`config.mk`:
```
export PLATFORM = sky130hd
export DESIGN_NAME = m1_muldiv
export DESIGN_NICKNAME = d
export VERILOG_FILES = /design/src/rtl/m1_muldiv_pkg.sv /design/src/rtl/m1_muldiv_step.sv /design/src/rtl/m1_muldiv.sv
export SDC_FILE = /design/constraint.sdc
export NUM_CORES = 1
export LEC_CHECK = 0
export ABC_AREA = 1
export CORE_MARGIN = 3
export CORE_UTILIZATION = 30
export DETAILED_ROUTE_END_ITERATION = 12
export SETUP_SLACK_MARGIN = 0.1
export SLEW_MARGIN = 20
export SYNTH_ARGS = -nofsm -noshare
export SYNTH_HDL_FRONTEND = slang
export SYNTH_SLANG_ARGS = --single-unit
```
`constraint.sdc`:
```
create_clock -name sys_clock_i -period 2.9 [get_ports sys_clock_i]
set_input_delay 0.87 -clock sys_clock_i [delete_from_list [all_inputs] [get_ports sys_clock_i]]
set_output_delay 0.87 -clock sys_clock_i [all_outputs]
set_load 0.02 [all_outputs]
```
`src/rtl/m1_muldiv_pkg.sv`:
```
// Shared op codes, FSM encoding and helpers for the m1_muldiv iterative multiply/divide unit.
package m1_muldiv_pkg;

  localparam logic [1:0] MDU_OP_MUL_LO = 2'd0;
  localparam logic [1:0] MDU_OP_MUL_HI = 2'd1;
  localparam logic [1:0] MDU_OP_DIV    = 2'd2;
  localparam logic [1:0] MDU_OP_REM    = 2'd3;

  typedef enum logic [1:0] {
    S_IDLE = 2'd0,
    S_BUSY = 2'd1,
    S_FIX  = 2'd2
  } state_e;

  // DIV and REM share op[1]; MUL_LO/MUL_HI differ only in which product half is returned.
  function automatic logic op_is_div(input logic [1:0] op);
    return op[1];
  endfunction

endpackage

```
`src/rtl/m1_muldiv_step.sv`:
```
// One radix-2 iteration: shift-add for multiply, restoring shift-subtract for divide.
// Divider path exists only when M1_MULDIV_DIV_EN is defined.
module m1_muldiv_step #(
  parameter int WIDTH = 32
) (
  input  logic             is_div,
  input  logic [WIDTH-1:0] opnd,
  input  logic [WIDTH-1:0] hi,
  input  logic [WIDTH-1:0] lo,
  output logic [WIDTH-1:0] hi_nxt,
  output logic [WIDTH-1:0] lo_nxt
);

  logic [WIDTH:0] sum;
`ifdef M1_MULDIV_DIV_EN
  logic [WIDTH:0] shifted;
  logic [WIDTH:0] diff;
`else
  logic unused_is_div;
  assign unused_is_div = is_div;
`endif

  always_comb begin
    // Multiply: {hi,lo} holds {partial product, remaining multiplier bits}.
    sum    = {1'b0, hi} + (lo[0] ? {1'b0, opnd} : {(WIDTH+1){1'b0}});
    hi_nxt = sum[WIDTH:1];
    lo_nxt = {sum[0], lo[WIDTH-1:1]};
`ifdef M1_MULDIV_DIV_EN
    // Divide: hi is the partial remainder, lo shifts dividend bits out and quotient bits in.
    shifted = {hi, lo[WIDTH-1]};
    diff    = shifted - {1'b0, opnd};
    if (is_div) begin
      if (!diff[WIDTH]) begin
        hi_nxt = diff[WIDTH-1:0];
        lo_nxt = {lo[WIDTH-2:0], 1'b1};
      end else begin
        hi_nxt = shifted[WIDTH-1:0];
        lo_nxt = {lo[WIDTH-2:0], 1'b0};
      end
    end
`endif
  end

endmodule

```
`src/rtl/m1_muldiv.sv`:
```
// Iterative multiply/divide unit with an alternating-bit req/ack handshake, fixed WIDTH+2 latency.
// Define M1_MULDIV_DIV_EN to build the divider; otherwise DIV/REM complete in two edges with 0.
module m1_muldiv
  import m1_muldiv_pkg::*;
#(
  parameter int WIDTH = 32
) (
  input  logic             sys_clock_i,
  input  logic             sys_reset_n_i,
  input  logic [WIDTH-1:0] a_i,
  input  logic [WIDTH-1:0] b_i,
  input  logic [1:0]       op_i,
  input  logic             signed_i,
  input  logic             req_i,
  output logic             ack_o,
  output logic [WIDTH-1:0] result_o,
  output logic             busy_o
);

  localparam int CW = $clog2(WIDTH + 1);
  localparam logic [CW-1:0] LAST_STEP = CW'(WIDTH - 1);

  state_e           state_q, state_d;
  logic [WIDTH-1:0] opnd_q, opnd_d;
  logic [WIDTH-1:0] hi_q, hi_d;
  logic [WIDTH-1:0] lo_q, lo_d;
  logic [WIDTH-1:0] result_q, result_d;
  logic [1:0]       op_q, op_d;
  logic [CW-1:0]    cnt_q, cnt_d;
  logic             ack_q, ack_d;
  logic             neg_res_q, neg_res_d;
  logic             neg_rem_q, neg_rem_d;
  logic             div_zero_q, div_zero_d;

  logic [WIDTH-1:0]   mag_a, mag_b;
  logic [WIDTH-1:0]   step_hi, step_lo;
  logic [2*WIDTH-1:0] prod, prod_fix;
`ifdef M1_MULDIV_DIV_EN
  logic [WIDTH-1:0]   quot_fix, rem_fix;
`else
  logic unused_div;
  assign unused_div = neg_rem_q ^ div_zero_q;
`endif

  m1_muldiv_step #(.WIDTH(WIDTH)) u_step (
    .is_div (op_is_div(op_q)),
    .opnd   (opnd_q),
    .hi     (hi_q),
    .lo     (lo_q),
    .hi_nxt (step_hi),
    .lo_nxt (step_lo)
  );

  always_comb begin
    state_d    = state_q;
    opnd_d     = opnd_q;
    hi_d       = hi_q;
    lo_d       = lo_q;
    result_d   = result_q;
    op_d       = op_q;
    cnt_d      = cnt_q;
    ack_d      = ack_q;
    neg_res_d  = neg_res_q;
    neg_rem_d  = neg_rem_q;
    div_zero_d = div_zero_q;

    mag_a    = (signed_i && a_i[WIDTH-1]) ? -a_i : a_i;
    mag_b    = (signed_i && b_i[WIDTH-1]) ? -b_i : b_i;
    prod     = {hi_q, lo_q};
    prod_fix = neg_res_q ? -prod : prod;
`ifdef M1_MULDIV_DIV_EN
    // Divide by zero leaves the dividend in hi, so only the quotient needs forcing.
    quot_fix = div_zero_q ? {WIDTH{1'b1}} : (neg_res_q ? -lo_q : lo_q);
    rem_fix  = neg_rem_q ? -hi_q : hi_q;
`endif

    case (state_q)
      S_IDLE: begin
        if (req_i != ack_q) begin
          op_d       = op_i;
          neg_res_d  = signed_i & (a_i[WIDTH-1] ^ b_i[WIDTH-1]);
          neg_rem_d  = signed_i & a_i[WIDTH-1];
          div_zero_d = (b_i == '0);
          cnt_d      = '0;
          hi_d       = '0;
          if (op_is_div(op_i)) begin
`ifdef M1_MULDIV_DIV_EN
            lo_d    = mag_a;
            opnd_d  = mag_b;
            state_d = S_BUSY;
`else
            lo_d    = '0;
            opnd_d  = '0;
            state_d = S_FIX;
`endif
          end else begin
            lo_d    = mag_b;
            opnd_d  = mag_a;
            state_d = S_BUSY;
          end
        end
      end
      S_BUSY: begin
        hi_d  = step_hi;
        lo_d  = step_lo;
        cnt_d = cnt_q + 1'b1;
        if (cnt_q == LAST_STEP) state_d = S_FIX;
      end
      S_FIX: begin
        case (op_q)
          MDU_OP_MUL_LO: result_d = prod_fix[WIDTH-1:0];
          MDU_OP_MUL_HI: result_d = prod_fix[2*WIDTH-1:WIDTH];
`ifdef M1_MULDIV_DIV_EN
          MDU_OP_DIV:    result_d = quot_fix;
          default:       result_d = rem_fix;
`else
          default:       result_d = '0;
`endif
        endcase
        ack_d   = ~ack_q;
        state_d = S_IDLE;
      end
      default: state_d = S_IDLE;
    endcase
  end

  always_ff @(posedge sys_clock_i or negedge sys_reset_n_i) begin
    if (!sys_reset_n_i) begin
      state_q    <= S_IDLE;
      opnd_q     <= '0;
      hi_q       <= '0;
      lo_q       <= '0;
      result_q   <= '0;
      op_q       <= '0;
      cnt_q      <= '0;
      ack_q      <= 1'b0;
      neg_res_q  <= 1'b0;
      neg_rem_q  <= 1'b0;
      div_zero_q <= 1'b0;
    end else begin
      state_q    <= state_d;
      opnd_q     <= opnd_d;
      hi_q       <= hi_d;
      lo_q       <= lo_d;
      result_q   <= result_d;
      op_q       <= op_d;
      cnt_q      <= cnt_d;
      ack_q      <= ack_d;
      neg_res_q  <= neg_res_d;
      neg_rem_q  <= neg_rem_d;
      div_zero_q <= div_zero_d;
    end
  end

  // Handshake: a request is pending whenever req_i differs from ack_o; it is sampled only in IDLE.
  assign ack_o    = ack_q;
  assign result_o = result_q;
  assign busy_o   = (state_q != S_IDLE);

endmodule

```
==> summary.txt <==
GRT
  • Vias in the first global route: 13,000
  • M3 GR Usage: 0.0246
  • Initial antenna violation count: 0
  • Global route hottest layer: met2
  • Total global-route track usage: 0.213
  • Routing usage on met1: 0.289
  • Pin count of the biggest net entering global routing: 39
  • GR Util met2: 0.353
  • Remaining Overflow, GRT: 0
  • First-pass GRT wire length: 71,500 um

Status
  • Run status: complete, no violations

Power and ir drop
  • Int Power: 6840 uW
  • Switching Share: 0.516
  • Clk pwr share: 0.153
  • Logic pwr share: 0.583
  • Cell area power density: 982 nW/um2
  • Static leakage: 0.00676 uW
  • Reg power frac: 0.264
  • Maximum vdd drop: 394 uV
  • Switching Power: 7300 uW

Timing
  • Post-route minimum period: 2.72 ns
  • Final setup skew: 0.0155 ns
  • Final setup fails: 0
  • Least-Margin Pin Slew: 0.801 ns
  • Highest Clock Rate: 368 MHz
  • Pins Over Slew Limit: 0
  • Unrepaired setup endpoints after global routing: false
  • Fin. Hold Viols: 0
  • Slew HR: 0.465
  • Final setup margin: 0.183 ns
  • Sum Neg Setup Slack: 0 ns
  • Final period util: 0.937

Cells and area
  • Layout cells sized above 1: 0.0762
  • Area Overhead vs Synth: 19.5%
  • Most common cell after layout, fill and taps aside: nand2_1
  • Fillers: 4,241
  • Ant diodes: 0
  • Most frequent cells in the layout: 542 x nand2_1, 225 x nor2_1, 206 x nand3_1
  • Post-route insts no fill: 2,566
  • Final Instance Area: 14,400 um2
  • Fin nets: 2,143

Setup path
  • Slack of the worst reg-to-reg path: 0.18 ns
  • Crit path launch type: flip-flop
  • WP data required: 3.21 ns
  • CP bufs+invs: 2
  • Crit Reg-Reg Startpoint: lo_q[0]
  • CP endpoint: hi_q[16]
  • Most frequent CP cell: o21ai_0
  • Delay-heaviest family, CP: compound AO/OA/AOI/OAI gates
  • CP peak stage delay: 0.47 ns
  • CP Capture Type: flip-flop
  • CP cell instances: buf_12 -> nand2_1 -> inv_1 -> ha_1 -> a21oi_1 -> o21ai_0 -> a21oi_1 -> nand3_1 -> o21ai_0 -> o21ai_0
  • Slowest-stage cell, CP: dfrtp_1
  • Critical path class: flip-flop to flip-flop
  • CP Max Fanout: 21
  • Critical Path Stages: 10
  • Worst EP arrival: 3.03 ns
  • Setup crit start: lo_q[0]
  • RR Endpoint: hi_q[16]
  • Worst r2r path cells: 10

Floorplanning
  • Rows: 72
  • Horizontal die dimension: 206 um
  • Total core area: 39,200 um2
  • Initial Util: 0.308
  • Io pins: 104
  • Die Y: 206 um
  • Die Area: 42,600 um2

Routing
  • Vias per inst: 5.11
  • DR pass1 iterations: 6
  • Wire per inst: 17.3 um
  • Vias: 13,100
  • Number of remaining DRC errors: 0
  • WL final: 44,500 um
  • Routed Antenna Nets: 0
  • Drt first-iter violations: 758

Synthesis
  • Syn Nets: 2,041
  • Seq/Total Area, Yosys: 0.291
  • Netlist cell types: 53
  • Avg Cell Area, Syn: 6.23 um2
  • Cell area after synthesis: 12,100 um2
  • Post-synthesis cell count: 1,934
  • Synthesis-stage register bit count: 140
  • Ys async rst share: 1.00
  • Number of synthesized flops with an enable pin: 0
  • Share of the synthesized area in the top cell type: 0.291
  • Dominant cells by area after synthesis: dfrtp_1 29%, nand2_1 17%, nand3_1 8.6%
  • Top cell type by total area after synthesis: dfrtp_1
  • Yosys warns: 0
  • Commonest register cell after synthesis: dfrtp_1

Job
  • Max_cap viols: 0

Place
  • DP HPWL: 36,000 um
  • Dpl cells: 2,535
  • Post-Place Cell Area: 13,800 um2
  • Placer Congestion: 0.985
  • Pre-CTS WS: 0.0995 ns
  • IO buf count: 103

Worst hold path
  • HP Class: primary input to async pin

Clock network
  • Clk slew on worst S/H paths: 0.07 ns
  • Clock Path Buffers: 2
  • Post-cts hold buffer count: 0
  • CTS Buf Count: 17
  • Clock tree from TritonCTS: built
  • CTS H-tree lvls: 4
  • Post-CTS setup buffer count: 0
  • CTS sink count: 140
  • Root Driver: clkbuf_16
  • Worst-Skew Late Latency: 0.44 ns
  • Post-cts sizing count: 0
sequential cells by signal, indices dropped and copies added (netlist names):
register	count
ack_o	1
cnt_q	6
hi_q	32
lo_q	32
neg_res_q	1
op_q	2
opnd_q	32
result_o	32
state_q	2
Yosys cell counts, types with 3 or more instances:
| library cell | instances |
|---|---|
| nand3_1 | 206 |
| o21ai_2 | 4 |
| clkbuf_1 | 30 |
| nand3b_1 | 12 |
| a31oi_1 | 4 |
| nor3_1 | 19 |
| nor4_1 | 4 |
| buf_2 | 24 |
| nor2_1 | 227 |
| o21ai_4 | 5 |
| a22oi_2 | 3 |
| o21ai_1 | 39 |
| nand2_2 | 8 |
| a21oi_1 | 121 |
| xor2_1 | 9 |
| inv_2 | 18 |
| nor2_2 | 24 |
| or2_2 | 3 |
| ha_1 | 36 |
| nand3_2 | 6 |
| o21ai_0 | 138 |
| a21o_1 | 5 |
| inv_1 | 187 |
| nand2_1 | 542 |
| nor2_4 | 5 |
| nand4_1 | 38 |
| dfrtp_1 | 140 |
| xnor2_1 | 5 |
| o22ai_1 | 11 |
| o21a_1 | 9 |
| a22oi_1 | 21 |
through the flow:
stage | utilization | power (uW) | hold WS, ns
5_1_grt | 0.368 | 15400 | 0.354
3_5_place_dp | 0.353 | 11900 | 0.468
3_3_place_gp | 0.353 | 11800 | 0.464
4_1_cts | 0.368 | 14100 | 0.340
6_report | 0.368 | 14100 | 0.334
2_1_floorplan | - | 9010 | 0.440
power groups by stage:
| stage | clock, uW | sequential [uW] | combinational (uW) |
|---|---|---|---|
| final | 2160 | 3740 | 8250 |
| after floorplan | 0 | 3650 | 5350 |
| after detailed placement | 0 | 3750 | 8160 |
| after global routing | 2270 | 3850 | 9230 |
| after CTS | 2200 | 3730 | 8190 |
| after global placement | 0 | 3730 | 8100 |
metal layers:
metal	vias to the layer above	part of all wire
li1	6639	-
met1	6040	0.47
met2	372	0.46
met3	67	0.043
met4	0	0.029
met5	-	0
how the worst min path moves through the flow:
stage	from	to	slack, ns	cells after the start
2_1_floorplan	cnt_q[5]	cnt_q[5]	0.44	1
3_3_place_gp	opnd_q[18]	opnd_q[18]	0.46	2
5_1_grt	sys_reset_n_i	lo_q[9]	0.35	1
4_1_cts	sys_reset_n_i	lo_q[7]	0.34	1
6_report	sys_reset_n_i	lo_q[8]	0.33	1
3_5_place_dp	result_o[17]	result_o[17]	0.47	2
logic make-up (layout without fill, tap and decap cells):
kind of cell	count (synthesis)	count (layout)	synth area share
compound gates	376	376	0.178
fa+ha+maj	37	37	0.0390
simple gates	1100	1100	0.394
xor+xnor	14	14	0.0102
mux	1	1	0.000830
flops	140	140	0.291
buf+inv	266	380	0.0873
area by class of cell:
class	instances	area, um2	area share
Inverter	208	786	0.0546
Timing Repair Buffer	141	1390	0.0967
Tap cell	518	648	0.0450
Sequential cell	140	3500	0.243
Clock inverter	12	113	0.00782
Clock buffer	19	453	0.0314
Multi-Input combinational cell	1528	7510	0.521
Note: power is estimated with default switching activity, not from simulation.
